File: config.mk
export PLATFORM = sky130hd
export DESIGN_NAME = matrix_host_link
export DESIGN_NICKNAME = d
export VERILOG_FILES = /design/src/rtl/mat_pkg.sv /design/src/rtl/mat_byte_shifter.sv /design/src/rtl/matrix_host_link.sv
export SDC_FILE = /design/constraint.sdc
export NUM_CORES = 1
export LEC_CHECK = 0
export CAP_MARGIN = 40
export CORE_MARGIN = 10
export CORE_UTILIZATION = 45
export CTS_BUF_LIST = sky130_fd_sc_hd__clkbuf_16
export DETAILED_ROUTE_END_ITERATION = 12
export PLACE_DENSITY = 0.78
export SLEW_MARGIN = 20
export SYNTH_ARGS = -nofsm -noshare
export SYNTH_HDL_FRONTEND = slang
export SYNTH_SLANG_ARGS = --single-unit
File: constraint.sdc
create_clock -name clk -period 1.8 [get_ports clk]
set_input_delay 0.45 -clock clk [delete_from_list [all_inputs] [get_ports clk]]
set_output_delay 0.45 -clock clk [all_outputs]
set_load 0.02 [all_outputs]
File: src/rtl/mat_pkg.sv
// Shared definitions for the matrix coprocessor host link: opcodes,
// shared-memory map, control-unit state values and host-link FSM states.
package mat_pkg;

  localparam int WORD_W = 200;
  localparam int N_ELEM = 25;

  localparam logic [2:0] SOMA          = 3'd0;
  localparam logic [2:0] SUBTRACAO     = 3'd1;
  localparam logic [2:0] MULTIPLICACAO = 3'd2;
  localparam logic [2:0] MULT_ESCALAR  = 3'd3;
  localparam logic [2:0] DETERMINANTE  = 3'd4;
  localparam logic [2:0] TRANSPOSTA    = 3'd5;
  localparam logic [2:0] OPOSTA        = 3'd6;
  localparam logic [2:0] ILLEGAL       = 3'd7;

  localparam logic [1:0] ADDR_INSTR = 2'd0;
  localparam logic [1:0] ADDR_A     = 2'd1;
  localparam logic [1:0] ADDR_B     = 2'd2;
  localparam logic [1:0] ADDR_RES   = 2'd3;

  localparam logic [2:0] CU_IDLE = 3'b000;

  typedef enum logic [2:0] {
    S_IDLE, S_LOAD, S_WRITE, S_ARM, S_WAIT, S_READ, S_STATUS, S_SEND
  } hl_state_t;

  // Instruction word: msize in [7:0], opcode in [15:8], rest zero.
  function automatic logic [WORD_W-1:0] instr_word(input logic [2:0] op,
                                                   input logic [1:0] ms);
    return {184'b0, 5'b0, op, 6'b0, ms};
  endfunction

  function automatic logic [7:0] status_byte(input logic ill, input logic to,
                                             input logic ov);
    return {5'b0, ill, to, ov};
  endfunction

endpackage

File: src/rtl/mat_byte_shifter.sv
// 200-bit byte shift register: bytes enter at the LSB end, leave from the
// MSB end, so the first byte in is the first byte out (row-major order).
module mat_byte_shifter
  import mat_pkg::*;
(
  input  logic              clk,
  input  logic              rst_n,
  input  logic              i_load_byte,
  input  logic [7:0]        i_din,
  input  logic              i_emit_byte,
  input  logic              i_par_load,
  input  logic [WORD_W-1:0] i_par_data,
  output logic [WORD_W-1:0] o_word
);

  logic [WORD_W-1:0] r_word;

  // Parallel load beats a byte shift; load and emit both shift left by 8.
  always_ff @(posedge clk or negedge rst_n) begin
    if (!rst_n)           r_word <= '0;
    else if (i_par_load)  r_word <= i_par_data;
    else if (i_load_byte) r_word <= {r_word[WORD_W-9:0], i_din};
    else if (i_emit_byte) r_word <= {r_word[WORD_W-9:0], 8'h00};
  end

  assign o_word = r_word;

endmodule

File: src/rtl/matrix_host_link.sv
// Host-side initiator: collects a 51-byte operation frame, writes it to the
// shared memory, runs the control unit, reads back the result and returns a
// status byte plus payload bytes to the host.
module matrix_host_link
  import mat_pkg::*;
#(
  parameter int READ_LATENCY = 1,
  parameter int TIMEOUT      = 1023
) (
  input  logic              clk,
  input  logic              rst_n,
  input  logic [7:0]        in_data,
  input  logic              in_valid,
  output logic              in_ready,
  output logic [7:0]        out_data,
  output logic              out_valid,
  input  logic              out_ready,
  output logic              mem_own,
  output logic [1:0]        mem_addr,
  output logic [WORD_W-1:0] mem_wdata,
  output logic              mem_wren,
  input  logic [WORD_W-1:0] mem_rdata,
  output logic              cu_start,
  input  logic              cu_ready,
  input  logic              cu_overflow,
  input  logic [2:0]        cu_state,
  output logic              busy
);

  localparam int TW = $clog2(TIMEOUT + 1);
  localparam int RW = $clog2(READ_LATENCY + 1);

  hl_state_t   r_state;
  logic [5:0]  r_cnt;
  logic [2:0]  r_opcode;
  logic [1:0]  r_msize;
  logic        r_illegal, r_timeout, r_overflow;
  logic [TW-1:0] r_tcnt;
  logic [RW-1:0] r_rdcnt;
  logic        r_out_valid, r_mem_own, r_mem_wren, r_cu_start;
  logic [7:0]  r_out_data;
  logic [1:0]  r_mem_addr;

  logic              w_in_fire, w_a_load, w_b_load, w_res_cap, w_res_emit;
  logic [WORD_W-1:0] w_a_word, w_b_word, w_res_word, w_res_par;
  logic [7:0]        w_res_top;
  logic              w_unused_res;

  assign in_ready  = (r_state == S_IDLE) || (r_state == S_LOAD);
  assign busy      = (r_state != S_IDLE);
  assign w_in_fire = in_valid && in_ready;
  assign w_a_load  = (r_state == S_LOAD) && w_in_fire && (r_cnt < 6'd25);
  assign w_b_load  = (r_state == S_LOAD) && w_in_fire && (r_cnt >= 6'd25);
  assign w_res_cap = (r_state == S_READ) && (r_rdcnt == RW'(READ_LATENCY));
  // A determinant result only carries [7:0]; park it at the top so the
  // payload path always emits from [199:192].
  assign w_res_par = (r_opcode == DETERMINANTE) ? {mem_rdata[7:0], 192'b0}
                                                : mem_rdata;
  assign w_res_emit = r_out_valid && out_ready &&
                      (((r_state == S_STATUS) && !r_illegal && !r_timeout) ||
                       ((r_state == S_SEND) && (r_cnt != 6'd24)));
  assign w_res_top    = w_res_word[WORD_W-1 -: 8];
  assign w_unused_res = ^w_res_word[WORD_W-9:0];

  mat_byte_shifter u_a (.clk(clk), .rst_n(rst_n), .i_load_byte(w_a_load),
    .i_din(in_data), .i_emit_byte(1'b0), .i_par_load(1'b0),
    .i_par_data('0), .o_word(w_a_word));
  mat_byte_shifter u_b (.clk(clk), .rst_n(rst_n), .i_load_byte(w_b_load),
    .i_din(in_data), .i_emit_byte(1'b0), .i_par_load(1'b0),
    .i_par_data('0), .o_word(w_b_word));
  mat_byte_shifter u_res (.clk(clk), .rst_n(rst_n), .i_load_byte(1'b0),
    .i_din(8'h00), .i_emit_byte(w_res_emit), .i_par_load(w_res_cap),
    .i_par_data(w_res_par), .o_word(w_res_word));

  // Write data follows the write address; zero whenever not writing.
  always_comb begin
    mem_wdata = '0;
    if (r_mem_own && r_mem_wren) begin
      case (r_mem_addr)
        ADDR_INSTR: mem_wdata = instr_word(r_opcode, r_msize);
        ADDR_A:     mem_wdata = w_a_word;
        ADDR_B:     mem_wdata = w_b_word;
        default:    mem_wdata = '0;
      endcase
    end
  end

  // Main sequencer with registered memory, CU and response outputs.
  always_ff @(posedge clk or negedge rst_n) begin
    if (!rst_n) begin
      r_state <= S_IDLE;      r_cnt <= '0;       r_opcode <= '0;
      r_msize <= '0;          r_illegal <= 1'b0; r_timeout <= 1'b0;
      r_overflow <= 1'b0;     r_tcnt <= '0;      r_rdcnt <= '0;
      r_out_valid <= 1'b0;    r_out_data <= '0;  r_mem_own <= 1'b0;
      r_mem_wren <= 1'b0;     r_mem_addr <= '0;  r_cu_start <= 1'b0;
    end else begin
      r_cu_start <= 1'b0;
      case (r_state)
        S_IDLE: if (in_valid) begin
          if (in_data[2:0] == ILLEGAL) begin
            r_illegal   <= 1'b1;
            r_out_valid <= 1'b1;
            r_out_data  <= status_byte(1'b1, 1'b0, 1'b0);
            r_state     <= S_STATUS;
          end else begin
            r_opcode <= in_data[2:0];
            r_msize  <= in_data[4:3];
            r_cnt    <= '0;
            r_state  <= S_LOAD;
          end
        end
        S_LOAD: if (in_valid) begin
          if (r_cnt == 6'd49) begin
            r_cnt      <= '0;
            r_mem_own  <= 1'b1;
            r_mem_wren <= 1'b1;
            r_mem_addr <= ADDR_INSTR;
            r_state    <= S_WRITE;
          end else begin
            r_cnt <= r_cnt + 6'd1;
          end
        end
        S_WRITE: begin
          if (r_mem_addr == ADDR_B) begin
            r_mem_own  <= 1'b0;
            r_mem_wren <= 1'b0;
            r_mem_addr <= ADDR_INSTR;
            r_state    <= S_ARM;
          end else begin
            r_mem_addr <= r_mem_addr + 2'd1;
          end
        end
        S_ARM: if (cu_state == CU_IDLE) begin
          r_cu_start <= 1'b1;
          r_tcnt     <= '0;
          r_state    <= S_WAIT;
        end
        S_WAIT: begin
          // A done pulse in the expiry cycle still counts as success.
          if (cu_ready) begin
            r_overflow <= cu_overflow;
            r_mem_own  <= 1'b1;
            r_mem_addr <= ADDR_RES;
            r_rdcnt    <= '0;
            r_state    <= S_READ;
          end else if (r_tcnt == TW'(TIMEOUT)) begin
            r_timeout   <= 1'b1;
            r_out_valid <= 1'b1;
            r_out_data  <= status_byte(r_illegal, 1'b1, r_overflow);
            r_state     <= S_STATUS;
          end else begin
            r_tcnt <= r_tcnt + TW'(1);
          end
        end
        S_READ: begin
          if (w_res_cap) begin
            r_mem_own   <= 1'b0;
            r_mem_addr  <= ADDR_INSTR;
            r_out_valid <= 1'b1;
            r_out_data  <= status_byte(r_illegal, r_timeout, r_overflow);
            r_state     <= S_STATUS;
          end else begin
            r_rdcnt <= r_rdcnt + RW'(1);
          end
        end
        S_STATUS: if (out_ready) begin
          if (r_illegal || r_timeout) begin
            r_out_valid <= 1'b0;
            r_out_data  <= '0;
            r_illegal   <= 1'b0;
            r_timeout   <= 1'b0;
            r_overflow  <= 1'b0;
            r_state     <= S_IDLE;
          end else begin
            r_out_data <= w_res_top;
            r_cnt      <= (r_opcode == DETERMINANTE) ? 6'd24 : 6'd0;
            r_state    <= S_SEND;
          end
        end
        S_SEND: if (out_ready) begin
          if (r_cnt == 6'd24) begin
            r_out_valid <= 1'b0;
            r_out_data  <= '0;
            r_illegal   <= 1'b0;
            r_timeout   <= 1'b0;
            r_overflow  <= 1'b0;
            r_cnt       <= '0;
            r_state     <= S_IDLE;
          end else begin
            r_out_data <= w_res_top;
            r_cnt      <= r_cnt + 6'd1;
          end
        end
        default: r_state <= S_IDLE;
      endcase
    end
  end

  assign out_valid = r_out_valid;
  assign out_data  = r_out_data;
  assign mem_own   = r_mem_own;
  assign mem_wren  = r_mem_wren;
  assign mem_addr  = r_mem_addr;
  assign cu_start  = r_cu_start;

endmodule

Yosys cells after proc, flatten, opt, wreduce, memory -nomap -nowiden:

Cells that the tools add are included.

* register bits after elaboration: 642
* bits in latches: 0
* RAM bits: 0
* bits in read-only memories: 0
* input port bits: 217
* output and inout port bits: 216
* logic and storage cells: 176
* memories kept: 0

* add/subtract/negate cells: 4
* $mul: 0
* divide/modulo/power cells: 0
* magnitude comparators: 2
* eq/ne operators: 34
* shifts and indexed selects: 0
* muxes and demuxes: 75
* bitwise operators: 1
* reductions and logical operators: 42

Operator list (count)
* $mux 200: 4
* $pmux 200 s3: 1
* $mux 8: 9
* $mux 6: 8
* $pmux 8 s5: 1
* $mux 3: 13
* $mux 10: 3
* $ne 2x2->1 const B: 13
* $pmux 3 s8: 1
* $pmux 6 s4: 1
* $reduce_and 7->1: 3
* $pmux 10 s2: 1
* $reduce_and 10->1: 2
* $mux 1: 19
* $eq 3x3->1 const B: 6
* $reduce_and 6->1: 2
* $logic_and 1x1->1: 11
* $add 10x1->10 const B: 1
* $eq 10x10->1 const B: 1
* $mux 2: 5
* $ne 2x1->1 const B: 5
* $pmux 1 s3: 3
* $reduce_bool 3->1: 3
* $pmux 2 s4: 1
* other kinds (29): 41

Longest topological paths before layout:

Gate-level depths: netlist (run 1).

* depth after elaboration: 7
* mapped depth: 10
* gate-level depth less buffers: 7

Modules after synthesis:

From an unflattened synthesis (run 1), not the netlist that was laid out.

* cell total of the unflattened synthesis: 3800
* area total of the unflattened synthesis: 38319.3 um^2

Modules (own cells, without submodules)
* mat_byte_shifter: instances 3, cells an instance 942, area each 10642.7 um^2, seq. area each 5004.8 um^2
* matrix_host_link: instances 1, cells an instance 974, area each 6391.1 um^2, seq. area each 1051.0 um^2

Least setup slack after synthesis (run 1):

No wires, ideal clock.

* path type: register to output
* start point: reg r_mem_addr[1], in the netlist mem_addr[1]
* end point: out mem_wdata[49]
* arrival: 1.934 ns
* path slack: -0.584 ns
* stages on the path, launching flop included: 8
* buffers on the path: 4
* cells stage by stage: dfrtp_1 buf_2 nor2b_1 buf_2 clkbuf_1 clkbuf_1 a22oi_1 nor2_1

* word-level cells in the longest chain between the ends: 3
* elaborated cells between the ends (all ways): 5

RTL lines
* from (decl): RTL line matrix_host_link.sv:42 `logic [1:0] r_mem_addr;`
* from (signal assigned): RTL line matrix_host_link.sv:130 `r_mem_addr <= r_mem_addr + 2'd1;`
* $eq 2x2->1, or another cell as far along: RTL line matrix_host_link.sv:79 `case (r_mem_addr)`
* $pmux 200 s3 (*): RTL line matrix_host_link.sv:79
* $mux 200 (*): RTL line matrix_host_link.sv:78 `if (r_mem_own && r_mem_wren) begin`
* to (decl): RTL line matrix_host_link.sv:20 `output logic [WORD_W-1:0] mem_wdata,`

Every way passes the cells marked *; elsewhere a longest branch is shown, timed or not.

Worst setup path after layout (run 1):

* start point: reg r_mem_addr[1], in the netlist mem_addr[1]
* end point: out mem_wdata[97]

The elaborated chain is that of the path after synthesis.

==> results.sh, run 1 <==
export IMPL_drt_iter0_markers=1919
export IMPL_synthAdderAreaFrac_pct=0.2149
export IMPL_max_cap_viol_count=0
export IMPL_cp_start_kind="register"
export IMPL_post_drt_wl_per_cell_um=26.13
export IMPL_power_density_mw_per_mm2=1300
export IMPL_syn_avg_cell_area_um2=11.82
export IMPL_gp_congestion=0.8624
export IMPL_first_pass_iters=5
export IMPL_cts_made_buffers=70
export IMPL_synth_top_family_by_area="multiplexers"
export IMPL_leakagePower_nw=19.50
export IMPL_final_hold_viol_count=0
export IMPL_root_buffer="clkbuf_16"
export IMPL_rsz0062_at_grt="yes"
export IMPL_cp_end_kind="output port"
export IMPL_irDropWorstVdd_v=0.0009891
export IMPL_path_max_fanout=6
export IMPL_fin_nets=3466
export IMPL_ys_types=57
export IMPL_clock_fmax_mhz=363.9
export IMPL_clkSinkCount=642
export IMPL_synth_seq_cells=642
export IMPL_yosysTopAreaCell="dfrtp_1"
export IMPL_tritoncts="built"
export IMPL_path_class="register to output port"
export IMPL_drive_gt1_share_pct=49.74
export IMPL_synth_xor_area_share_pct=0.09026
export IMPL_rows=93
export IMPL_relSlewSlack_pct=66.48
export IMPL_core_area_mm2=0.06423
export IMPL_layout_setup_ws_ps=-947.9
export IMPL_ant_nets=0
export IMPL_outcome="finished, violations left"
export IMPL_die_h_um=274.3
export IMPL_post_synth_and_or_nand_nor_area_fraction_pct=7.612
export IMPL_syn_nets=2685
export IMPL_grt_max_degree=93
export IMPL_fin_util_pct=70.00
export IMPL_yosys_warnings=0
export IMPL_syn_inst=2463
export IMPL_synth_seq_area_share_pct=55.19
export IMPL_drc=0
export IMPL_start_util_pct=45.32
export IMPL_finalNonFillerCells=4157
export IMPL_pin_count=433
export IMPL_worstSkewPairLatency_ps=600
export IMPL_arrival_ps=2300
export IMPL_synth_compound_area_share_pct=10.50
export IMPL_final_cell_mix="dfrtp_1 (639), buf_4 (242), buf_6 (238)"
export IMPL_vias=24189
export IMPL_htreeDepth=3
export IMPL_whs_ps=298.4
export IMPL_cp_data_required_time_ps=1350
export IMPL_io_buffers=432
export IMPL_first_global_vias=24340
export IMPL_wl_um=108600
export IMPL_fp_dieW_um=274.3
export IMPL_track_usage_pct=24.16
export IMPL_slew_violations=0
export IMPL_dpl_hpwl_um=63700
export IMPL_fin_skew_ps=23.51
export IMPL_setup_violations=843
export IMPL_ys_top_cells_by_area="dfrtp_1 (55%), mux2_2 (16%), mux2i_1 (6.5%)"
export IMPL_hold_class="input port to asynchronous set/reset pin"
export IMPL_final_common_cell="dfrtp_1"
export IMPL_synth_edf_count=0
export IMPL_antenna_found_initial=3
export IMPL_worst_slew_pin_slew_ps=502.7
export IMPL_dp_slack_ps=-818.0
export IMPL_dieArea_mm2=0.07526
export IMPL_grt_overflow=0
export IMPL_postSynth_asyncResetShare_pct=100.0
export IMPL_clk_path_buf_depth=3
export IMPL_vias_per_cell=5.819
export IMPL_synth_flop_cell="dfrtp_1"
export IMPL_grt_first_pass_wirelength_um=143100
export IMPL_muxShareOfSynthArea_pct=22.40
export IMPL_post_route_min_period_ps=2748
export IMPL_finalCritPeriodShare_pct=152.7
export IMPL_cts_clk_slew_worst_paths_ps=60
export IMPL_synth_top_area_share_pct=55.19
export IMPL_violations="setup timing"
export IMPL_area_growth_pct=54.45
export IMPL_dp_cells=3858
export IMPL_syn_area_mm2=0.02911
## power breakdown
| part | switching (mW) | internal [mW] |
|---|---|---|
| registers | 2.65 | 17.4 |
| clock network | 6.19 | 8.01 |
| logic | 11.8 | 12.3 |
## path summary, 6_finish.rpt
kind	end	startpoint	slack [ps]	cells after the start
hold reg to reg	out_data[7]$_DFFE_PN0P_	out_data[7]$_DFFE_PN0P_	480	2
setup / recovery	mem_wdata[97]	mem_addr[1]$_DFFE_PN0P_	-950	9
min in group clk	u_res.o_word[108]$_DFFE_PN0P_	mem_rdata[108]	390	3
max in group asynchronous	u_res.o_word[48]$_DFFE_PN0P_	rst_n	680	4
hold / removal	u_a.o_word[182]$_DFFE_PN0P_	rst_n	300	2
setup reg to reg	u_res.o_word[30]$_DFFE_PN0P_	r_cnt[0]$_DFFE_PN0P_	-330	9
## worst max-delay path: stages, from the launching register on
cell and delay [ps]:
dfrtp_2 430, nor2b_4 150, buf_12 130, buf_16 140
buf_12 140, buf_8 130, buf_6 130, a22oi_2 220
nor2_2 80, buf_6 130
## logic make-up after synthesis
family	after synthesis
flip-flops	642
multiplexers	600
AND/OR/NAND/NOR	536
AO/OA/AOI/OAI	476
buffers and inverters	201
adder cells (fa/ha/maj)	5
XOR/XNOR	3
## metal layers
metal	global-route usage [%]	vias up	part of all wire, %
met5	0	-	0.011
met4	9.774	2	4.8
met3	4.086	293	6.2
met2	41.16	1000	50
met1	30.15	12499	39
li1	-	10395	-
## synth_stat cells, types with 6 or more instances
cell / number
a211oi_1: 10
dfrtp_1: 642
buf_2: 60
o21ai_1: 184
nor2_1: 228
a21oi_1: 14
a22oi_1: 196
inv_1: 11
nor3_1: 10
nor2b_1: 17
clkbuf_1: 105
a22o_1: 12
mux2_2: 411
o21ai_0: 21
buf_12: 20
a31oi_1: 13
nand3_1: 14
nand2_1: 230
nand2b_1: 9
mux2i_1: 189
and3_1: 6
## repair_timing
item | 4_1_cts | 5_1_grt
endpoints found under the hold margin | 71 | 0
endpoints found under the setup margin | 830 | 849
hold buffers | 1 | 0
pin swaps | 181 | 140
setup buffers | 51 | 65
gates resized for setup | 1227 | 516
cloned | 13 | 61
## layout make-up
class | instances | area, µm²
multi-input combinational | 1620 | 14730
clock inverter | 55 | 407.9
fill | 3977 | 19270
clock buffer | 72 | 1802
timing repair buffer | 899 | 10830
tap | 855 | 1070
sequential | 642 | 16070
inverter | 11 | 41.29
antenna | 3 | 7.507
## registers in the layout, summed over array words and instances, names as in the netlist
signal	count
cu_start	1
mem_addr	2
mem_own	1
mem_wren	1
out_data	8
out_valid	1
r_cnt	6
r_illegal	1
r_msize	2
r_opcode	3
r_overflow	1
r_rdcnt	1
r_state	3
r_tcnt	10
r_timeout	1
u_a.o_word	200
u_b.o_word	200
u_res.o_word	200
## metrics by stage
| stage | area [µm²] | TNS [ps] | total power [mW] |
|---|---|---|---|
| after floorplan | 30400 | -40770 | 29.77 |
| after global placement | 37620 | -478500 | 36.31 |
| after detailed placement | 37620 | -478480 | 37.01 |
| after CTS | 41610 | -304680 | 53.52 |
| after global routing | 44960 | -357120 | 60.77 |
| final | 44960 | -313700 | 58.44 |
No activity file was read; power rests on OpenSTA's default activity.
==> inputs of run 2 (changes only) <==
--- a/config.mk
+++ b/config.mk
@@ -5,12 +5,13 @@
 export SDC_FILE = /design/constraint.sdc
 export NUM_CORES = 1
 export LEC_CHECK = 0
+export ABC_AREA = 0
 export CAP_MARGIN = 40
 export CORE_MARGIN = 10
-export CORE_UTILIZATION = 45
+export CORE_UTILIZATION = 40
 export CTS_BUF_LIST = sky130_fd_sc_hd__clkbuf_16
 export DETAILED_ROUTE_END_ITERATION = 12
-export PLACE_DENSITY = 0.78
+export PLACE_DENSITY = 0.71
 export SLEW_MARGIN = 20
 export SYNTH_ARGS = -nofsm -noshare
 export SYNTH_HDL_FRONTEND = slang
==> run 2 against run 1 <==
  * The flow still finishes with violations (setup timing)
  * Power fell by 10%
  * Register-to-register slack improved by 50 ps
  * Global-route usage fell by 3.3 points
==> results.sh, run 2 (synthesized netlist as in run 1, its figures left out) <==
export IMPL_slew_violations=0
export IMPL_whs_ps=390.2
export IMPL_irDropWorstVdd_v=0.001128
export IMPL_vias=22129
export IMPL_cts_clk_slew_worst_paths_ps=60
export IMPL_fp_dieW_um=289.8
export IMPL_max_cap_viol_count=0
export IMPL_first_pass_iters=7
export IMPL_cp_end_kind="output port"
export IMPL_reg2reg_depth=6
export IMPL_antenna_found_initial=4
export IMPL_critPathTopFamily="buffers and inverters"
export IMPL_final_common_cell="dfrtp_1"
export IMPL_outcome="finished, violations left"
export IMPL_dpl_hpwl_um=65850
export IMPL_post_drt_wl_per_cell_um=21.86
export IMPL_cp_start_kind="register"
export IMPL_tritoncts="built"
export IMPL_first_global_vias=23425
export IMPL_multi_input_area_mm2=0.01336
export IMPL_critPathMaxStageDelay_ps=440
export IMPL_clk_path_buf_depth=3
export IMPL_cts_made_buffers=70
export IMPL_vias_per_cell=5.346
export IMPL_setup_violations=832
export IMPL_regArea_mm2=0.01607
export IMPL_ant_nets=0
export IMPL_grt_overflow=0
export IMPL_dp_slack_ps=-783.3
export IMPL_final_cell_mix="dfrtp_1 (640), mux2_2 (411), buf_4 (321)"
export IMPL_drc=0
export IMPL_path_class="register to output port"
export IMPL_rows=98
export IMPL_filler_cell_count=5826
export IMPL_fin_skew_ps=16.60
export IMPL_arrival_ps=2220
export IMPL_die_h_um=289.8
export IMPL_setup_tns_final_ps=-263170
export IMPL_worstSkewPairLatency_ps=600
export IMPL_drive_gt1_share_pct=44.41
export IMPL_pin_count=433
export IMPL_cp_slowest_cell="dfrtp_2"
export IMPL_layout_setup_ws_ps=-865.5
export IMPL_root_buffer="clkbuf_16"
export IMPL_track_usage_pct=20.84
export IMPL_drt_iter0_markers=1271
export IMPL_final_hold_viol_count=0
export IMPL_io_buffers=432
export IMPL_relSlewSlack_pct=59.85
export IMPL_cp_data_required_time_ps=1350
export IMPL_rsz0062_at_grt="yes"
export IMPL_area_growth_pct=41.06
export IMPL_worst_slew_pin_slew_ps=602.2
export IMPL_clock_fmax_mhz=375.2
export IMPL_design_area_mm2=0.04106
export IMPL_whs_path_depth=3
export IMPL_cp_cell_sequence="inv_2 -> nor2_4 -> buf_12 -> buf_12 -> a22oi_1 -> nor2_2 -> clkdlybuf4s15_2"
export IMPL_finalCritPeriodShare_pct=148.1
export IMPL_path_buf_inv=4
export IMPL_grt_first_pass_wirelength_um=138400
export IMPL_htreeDepth=3
export IMPL_violations="setup timing"
export IMPL_dieArea_mm2=0.08397
export IMPL_clkSinkCount=642
export IMPL_gp_congestion=0.8912
export IMPL_power_density_mw_per_mm2=1277
export IMPL_start_util_pct=40.51
export IMPL_hold_class="input port to register"
export IMPL_path_max_fanout=20
export IMPL_leakagePower_nw=17.90
export IMPL_fin_nets=3351
export IMPL_wl_um=90490
export IMPL_placed_cell_area_mm2=0.03772
export IMPL_core_area_mm2=0.07185
export IMPL_cp_common_cell="buf_12"
export IMPL_post_route_min_period_ps=2666
export IMPL_crit_cells=7
export IMPL_power_total_mw=52.45
export IMPL_grt_max_degree=86
==> run 2: stage by stage <==
stage / instances / utilization (%)
after global placement: 3959 / 52.49
after detailed placement: 3959 / 52.49
after global routing: 4135 / 57.13
after floorplan: 2463 / -
after CTS: 4098 / 55.78
final: 4139 / 57.15
==> run 2: layout make-up <==
class / instances / share of cell area [%]
Tap cell: 950 / 2.895
Clock inverter: 56 / 1.012
Timing Repair Buffer: 784 / 19.96
Antenna cell: 5 / 0.03047
Inverter: 11 / 0.1006
Sequential cell: 642 / 39.13
Clock buffer: 71 / 4.327
Multi-Input combinational cell: 1620 / 32.54
==> run 2: path summary, 6_finish.rpt <==
kind / startpoint / endpoint / slack [ps]
setup / recovery: mem_addr[0]$_DFFE_PN0P_ / mem_wdata[156] / -870
hold / removal: mem_rdata[77] / u_res.o_word[77]$_DFFE_PN0P_ / 390
setup reg to reg: r_state[0]$_DFFE_PN0P_ / u_a.o_word[101]$_DFFE_PN0P_ / -280
hold reg to reg: out_data[4]$_DFFE_PN0P_ / out_data[4]$_DFFE_PN0P_ / 500
max in group asynchronous: rst_n / u_a.o_word[128]$_DFFE_PN0P_ / 630
min in group asynchronous: rst_n / u_res.o_word[188]$_DFFE_PN0P_ / 570
==> run 2: repair_timing <==
action,in CTS,in global routing
gates resized for setup,822,217
cloned,2,11
hold endpoints to repair,104,0
hold buffers,1,0
pin swaps,15,24
buffers inserted,9,26
setup endpoints to repair,829,851
==> run 2: metal layers <==
| metal | vias to the layer above | GRT usage, % | wire, µm |
|---|---|---|---|
| met5 | - | 0 | 13 |
| met4 | 2 | 6.779 | 2617 |
| met3 | 142 | 3.280 | 4464 |
| met2 | 523 | 35.67 | 45560 |
| met1 | 11303 | 26.70 | 37840 |
| li1 | 10159 | - | - |
==> run 2: worst register-to-register path: stages, from the launching register on <==
cell and delay (ps):
dfrtp_1 450, nand2b_1 130, nand2b_1 210, nor3_2 240, buf_12 290, buf_4 270, mux2_2 360
==> run 2: where the power goes <==
part / total, mW / switching (mW) / leakage [nW] / internal (mW)
Sequential: 19.8 / 2.32 / 8.61 / 17.5
Clock: 13.8 / 5.98 / 1.14 / 7.82
Combinational: 18.9 / 9.86 / 8.16 / 9.02
Total: 52.4 / 18.2 / 17.9 / 34.3
==> inputs of run 3 (changes only) <==
--- a/config.mk
+++ b/config.mk
@@ -8,10 +8,10 @@
 export ABC_AREA = 0
 export CAP_MARGIN = 40
 export CORE_MARGIN = 10
-export CORE_UTILIZATION = 40
+export CORE_UTILIZATION = 49
 export CTS_BUF_LIST = sky130_fd_sc_hd__clkbuf_16
 export DETAILED_ROUTE_END_ITERATION = 12
-export PLACE_DENSITY = 0.71
+export PLACE_DENSITY = 0.83
 export SLEW_MARGIN = 20
 export SYNTH_ARGS = -nofsm -noshare
 export SYNTH_HDL_FRONTEND = slang
==> run 3 against run 2 <==
  * The run still ends with setup timing left
  * Non-clock buffer count down 3
  * Routed wire length rose by 2.2%
  * Core utilization up 11 points
  * Sequential cell count stayed put
  * Count of clock-buffer cells in the layout is 3 lower
  * Clock skew grew 13 ps
  * Die area shrank 17%
  * Critical path depth up 1
  * Worst hold slack got worse by 58 ps
  * Register-to-register slack barely moved
  * Sequential power about the same
  * Combinational power decreased by 3%
==> results.sh, run 3 (synthesized netlist as in run 1, its figures left out) <==
export IMPL_layout_setup_ws_ps=-863.0
export IMPL_htreeDepth=3
export IMPL_fin_util_pct=68.11
export IMPL_core_area_mm2=0.05891
export IMPL_track_usage_pct=25.04
export IMPL_final_hold_viol_count=0
export IMPL_worst_slew_pin_slew_ps=497.7
export IMPL_outcome="finished, violations left"
export IMPL_die_h_um=263.7
export IMPL_pin_count=433
export IMPL_whs_ps=332.7
export IMPL_drc=0
export IMPL_grt_first_pass_wirelength_um=140200
export IMPL_dp_cells=3797
export IMPL_critPathMaxStageDelay_ps=440
export IMPL_gp_congestion=0.8999
export IMPL_fin_nets=3344
export IMPL_fp_dieW_um=263.7
export IMPL_grt_overflow=0
export IMPL_dpl_hpwl_um=65280
export IMPL_power_total_mw=51.53
export IMPL_slew_violations=0
export IMPL_cts_made_buffers=66
export IMPL_vias_per_cell=5.744
export IMPL_cp_start_kind="register"
export IMPL_arrival_ps=2210
export IMPL_cts_clk_slew_worst_paths_ps=60
export IMPL_cp_data_required_time_ps=1350
export IMPL_cp_common_cell="clkbuf_16"
export IMPL_final_cell_mix="dfrtp_1 (640), mux2_2 (411), buf_4 (297)"
export IMPL_clkSinkCount=642
export IMPL_dieArea_mm2=0.06956
export IMPL_post_route_min_period_ps=2663
export IMPL_violations="setup timing"
export IMPL_max_cap_viol_count=0
export IMPL_vias=22662
export IMPL_ant_nets=0
export IMPL_wl_um=92500
export IMPL_grt_max_degree=92
export IMPL_io_buffers=432
export IMPL_worstSkewPairLatency_ps=600
export IMPL_first_global_vias=23989
export IMPL_antenna_found_initial=5
export IMPL_final_common_cell="dfrtp_1"
export IMPL_path_class="register to output port"
export IMPL_power_density_mw_per_mm2=1285
export IMPL_relSlewSlack_pct=66.82
export IMPL_setup_violations=842
export IMPL_drt_iter0_markers=1713
export IMPL_irDropWorstVdd_v=0.001359
export IMPL_start_util_pct=49.42
export IMPL_finalCritPeriodShare_pct=147.9
export IMPL_cp_end_kind="output port"
export IMPL_filler_cell_count=3906
export IMPL_cp_cell_sequence="inv_2 -> nor2_4 -> buf_12 -> clkbuf_16 -> clkbuf_16 -> a22oi_2 -> nor2_2 -> buf_6"
export IMPL_clk_path_buf_depth=3
export IMPL_leakagePower_nw=17.65
export IMPL_root_buffer="clkbuf_16"
export IMPL_fin_skew_ps=29.85
export IMPL_post_drt_wl_per_cell_um=23.45
export IMPL_clock_fmax_mhz=375.5
export IMPL_rsz0062_at_grt="yes"
export IMPL_rows=89
export IMPL_drive_gt1_share_pct=45.16
export IMPL_cp_slowest_cell="dfrtp_2"
export IMPL_finalNonFillerCells=3945
export IMPL_area_growth_pct=37.82
export IMPL_hold_class="input port to asynchronous set/reset pin"
export IMPL_first_pass_iters=5
export IMPL_path_max_fanout=15
export IMPL_tritoncts="built"
export IMPL_setup_tns_final_ps=-281520
-- run 3: cell types whose count changed in the layout (fill, tap and decap cells not counted), sizes merged --
cell	change
inv	-9
clkinvlp	-2
bufinv	+1
clkinv	+1
buf	-70
clkdlybuf4s50	-2
diode	-2
clkbuf	+63
clkdlybuf4s15	+3
-- run 3: power by group --
part	internal [mW]	switching (mW)
registers	17.4	2.38
logic	8.38	10.0
clock network	7.57	5.75
-- run 3: final timing paths --
kind | cells past startpoint | start | slack [ps] | to
min | 2 | rst_n | 330 | u_res.o_word[119]$_DFFE_PN0P_
min in group clk | 3 | mem_rdata[125] | 400 | u_res.o_word[125]$_DFFE_PN0P_
max reg2reg | 6 | r_state[0]$_DFFE_PN0P_ | -290 | mem_addr[1]$_DFFE_PN0P_
min reg2reg | 2 | out_data[7]$_DFFE_PN0P_ | 490 | out_data[7]$_DFFE_PN0P_
max | 8 | mem_addr[0]$_DFFE_PN0P_ | -860 | mem_wdata[56]
max in group asynchronous | 3 | rst_n | 630 | u_b.o_word[158]$_DFFE_PN0P_
-- run 3: through the flow --
step | worst slack, ps | area (µm²)
after detailed placement | -745.5 | 37540
after global placement | -722.8 | 37540
final | -863.0 | 40120
after global routing | -921.3 | 40120
after floorplan | -128.3 | 30400
after CTS | -904.8 | 39890
-- run 3: area by class of cell --
cell class / instances / area, µm² / area share [%]
Tap cell: 773 / 967.2 / 2.411
Antenna cell: 3 / 7.507 / 0.01871
Inverter: 11 / 41.29 / 0.1029
Timing Repair Buffer: 781 / 7513 / 18.73
Clock buffer: 68 / 1702 / 4.241
Multi-Input combinational cell: 1620 / 13470 / 33.57
Sequential cell: 642 / 16070 / 40.05
Clock inverter: 47 / 352.8 / 0.8795
-- run 3: worst max-delay path: cells and delay by family, from the launching register on --
family          cells  cell delay [ps]
flops               1              440
buf+inv             5              770
simple gates        2              120
compound gates      1              280
-- run 3: timing repair --
action	in CTS	in global routing
resized for setup	562	352
buffers inserted	4	15
hold endpoints to repair	20	0
gates cloned	0	10
hold buffers	1	0
pin swaps	5	22
setup endpoints to repair	833	853
-- run 3: layer usage --
layer	up-vias	wire length, µm	track usage (%)
met5	-	13	0
met4	2	3819	9.714
met3	203	4181	3.937
met2	694	46280	42.42
met1	11640	38210	31.79
li1	10123	-	-
==> patch 1 (settings of run 1) <==
The 8 states of `hl_state_t` get a one-hot encoding in 8 bits.
--- a/src/rtl/mat_pkg.sv
+++ b/src/rtl/mat_pkg.sv
@@ -23,4 +23,4 @@
 
-  typedef enum logic [2:0] {
-    S_IDLE, S_LOAD, S_WRITE, S_ARM, S_WAIT, S_READ, S_STATUS, S_SEND
+  typedef enum logic [7:0] {
+    S_IDLE = 8'b00000001, S_LOAD = 8'b00000010, S_WRITE = 8'b00000100, S_ARM = 8'b00001000, S_WAIT = 8'b00010000, S_READ = 8'b00100000, S_STATUS = 8'b01000000, S_SEND = 8'b10000000
   } hl_state_t;
Formal check against the unedited RTL: no difference found for any inputs over 4 cycles, from zero or initial values and one cycle with rst_n low; so few cycles prove little.
==> patch 1 against run 1 <==
The flow still finishes with violations (setup timing). Setup slack better by 0.023 ns. Sequential cell count up 5. Clock skew up 0.0038 ns. Wire length down 6.9%. Design area down 0.68%. Die area up 2.7%. Total power down 13%. Combinational power down 15%. Register-to-register slack worse by 0.34 ns. Critical path depth down 1. Synthesized area up 2.9%. Largest cell class unchanged. Highest routed layer unchanged.
==> patch 1: results <==
set metrics [dict create \
    wl_um 101000 \
    drive_gt1_share_pct 45.2 \
    nFillCells 4287 \
    timing.rr.start "r_state[7]" \
    power_frac_seq_pct 32.1 \
    crit_path_max_fanout 9 \
    setup_ws_ns -0.925 \
    grt_max_degree 157 \
    violations "setup timing" \
    rrSetupSlack_ns -0.67 \
    drt_iter0_drc 1784 \
    cts_buffers 69 \
    stdcell_count 4174 \
    worst_slew_pin_slew_ns 0.714 \
    setup_violations 860 \
    dp.cells 3935 \
    synth_seq_area_share_pct 54.0 \
    gp_congestion 0.917 \
    grt_pass1_vias 25800 \
    synthTopCellsByCount "dfrtp_1, a21oi_1, mux2_2, nor2_1, mux2i_1" \
    use_met1_pct 28.6 \
    p_leak_nw 19.5 \
    outcome "complete, but fails checks" \
    p_int_mw 32.9 \
    grt_use_met2_pct 42.4 \
    dp_hpwl_um 65800 \
    final_nets 3478 \
    endpoint "mem_wdata[95]" \
    fin_hold_ws_ns 0.346 \
    clkPwrFrac_pct 27.3 \
    vias 24200 \
    synth.area.top_cells "dfrtp_1, mux2_2, mux2i_1" \
    grt_pass1_wl_um 152000 \
]
patch 1: logic make-up (layout without fill, tap and decap cells):
group	after synthesis	in the layout	share of synthesized area [%]
and+or+nand+nor	366	366	5.54
adders and majority gates	5	5	0.209
DFF	647	647	54.0
xor gates and xnor gates	7	7	0.205
muxes	621	621	22.5
buffers and inverters	225	1012	4.43
other	0	1	0
AOI/OAI and AO/OA	651	651	13.1
patch 1: what timing repair did:
item | 4_1_cts | 5_1_grt
gates cloned | 27 | 12
buffers inserted | 52 | 24
endpoints found under the setup margin | 856 | 860
endpoints found under the hold margin | 15 | 0
hold buffers | 1 | 0
pin swaps | 117 | 55
gates resized for setup | 927 | 155
patch 1: layer usage:
metal | share of wire (%) | routed length [um] | vias to the layer above
met4 | 4.1 | 4180 | 16
li1 | - | - | 10600
met2 | 51 | 51500 | 966
met3 | 6.7 | 6740 | 240
met5 | 0.10 | 102 | -
met1 | 38 | 38600 | 12300
patch 1: layout make-up:
class	instances	share of cell area (%)
antenna	1	0.00560
clock buffer	72	4.03
clock inverter	52	0.793
inverter	15	0.132
multi-input combinational	1650	33.9
sequential	647	36.3
tap	864	2.42
timing repair buffer	873	22.4
patch 1: critical path, cell delays in order, from the launching register on:
cell,delay (ns)
dfrtp_2,0.43
nor2b_4,0.16
buf_12,0.16
buf_16,0.16
buf_12,0.13
buf_12,0.12
a22oi_2,0.27
nor2_4,0.09
buf_6,0.14
patch 1: metrics by stage:
step | total power [mW] | setup TNS, ns | cell area [um2] | worst slack [ns]
after floorplan | 25.9 | -209.11 | 32800 | -0.337
after global placement | 31.3 | -400.63 | 39700 | -0.715
after detailed placement | 31.7 | -424.23 | 39700 | -0.745
after CTS | 49.2 | -520.44 | 44000 | -0.946
after global routing | 52.3 | -590.60 | 44700 | -0.967
final | 50.6 | -504.07 | 44700 | -0.925
==> patch 2 (config.mk and constraints of run 1) <==
Without the edit above. The parameter `READ_LATENCY` goes from 1 to 2.
--- a/src/rtl/matrix_host_link.sv
+++ b/src/rtl/matrix_host_link.sv
@@ -6,3 +6,3 @@
 #(
-  parameter int READ_LATENCY = 1,
+  parameter int READ_LATENCY = 2,
   parameter int TIMEOUT      = 1023
Behaviour: no difference found for any inputs over 4 cycles, from zero or initial values and one cycle with rst_n low; that may be too few to reach the edited logic, so the function may still have changed.
==> patch 2 against run 1 <==
The flow still finishes with violations (setup timing). Total power shrank 21%. Synthesized area shrank 1.9%. Wire length shrank 17%. Design area shrank 7.7%. Synthesized cell count shrank 6.5%. Non-clock buffer count shrank 165. Sequential cell count grew 1. Setup slack gained 0.089 ns. Critical path type unchanged.
==> patch 2: results <==
set metrics [dict create \
    outcome "complete, but fails checks" \
    violations "setup timing" \
    sh_seq_area_pct 38.8 \
    gr-usage-met3_pct 6.15 \
    setup_violations 841 \
    gp_congestion 0.917 \
    grt_pass1_vias 23700 \
    syn_nets 2526 \
    p_leak_nw 18.1 \
    buf_share_pct 19.0 \
    cp.arrival_ns 2.21 \
    cp-startpoint "mem_addr[0]" \
    timing.rr.start "r_state[1]" \
    dr.pass1.iters 7 \
    grtUsageTotal_pct 23.7 \
    antenna_found_initial 4 \
    worstRegToRegCells 5 \
    ir_drop_mv 0.780 \
    final_nets 3118 \
    crit_path_max_fanout 17 \
    grt_use_met2_pct 39.3 \
    core_area_mm2 0.0630 \
    synth.area.top_cells "dfrtp_1, mux2_2, a221o_1" \
    wl_met1_um 37300 \
    cts_sinks 643 \
    clkCellAreaFrac_pct 5.31 \
    synth_seq_area_share_pct 56.3 \
    setup_ws_ns -0.859 \
    inverters 15 \
    drt_iter0_drc 1716 \
    dpl_cell_area_mm2 0.0388 \
    drive_gt1_share_pct 50.7 \
    grt_pass1_wl_um 140000 \
]
patch 2: cell types whose count changed in the layout (fill, tap and decap cells not counted), sizes merged, moves of 175 or more:
cell / delta
o21ai: -188
nand2: -189
and3: +182
buf: -243
a221o: +184
mux2i: -175
patch 2: critical path, delay by kind of cell, from the launching register on:
| family | cells | cell delay (ns) |
|---|---|---|
| compound gates | 1 | 0.25 |
| simple gates | 2 | 0.11 |
| flops | 1 | 0.44 |
| buf+inv | 5 | 0.82 |
patch 2: worst min path at each step:
stage	to	slack, ns	cells after the start
CTS	u_b.o_word[76]	0.26	2
detailed placement	u_b.o_word[76]	0.31	1
floorplan	cu_start	0.15	0
finish	u_b.o_word[76]	0.29	2
global placement	u_b.o_word[76]	0.31	1
global route	u_b.o_word[75]	0.29	2
patch 2: where the power goes:
part	internal (mW)	switching [mW]	leakage, nW
clock	8.05	5.93	1.12
combinational	7.13	6.19	8.23
sequential	16.8	1.93	8.76
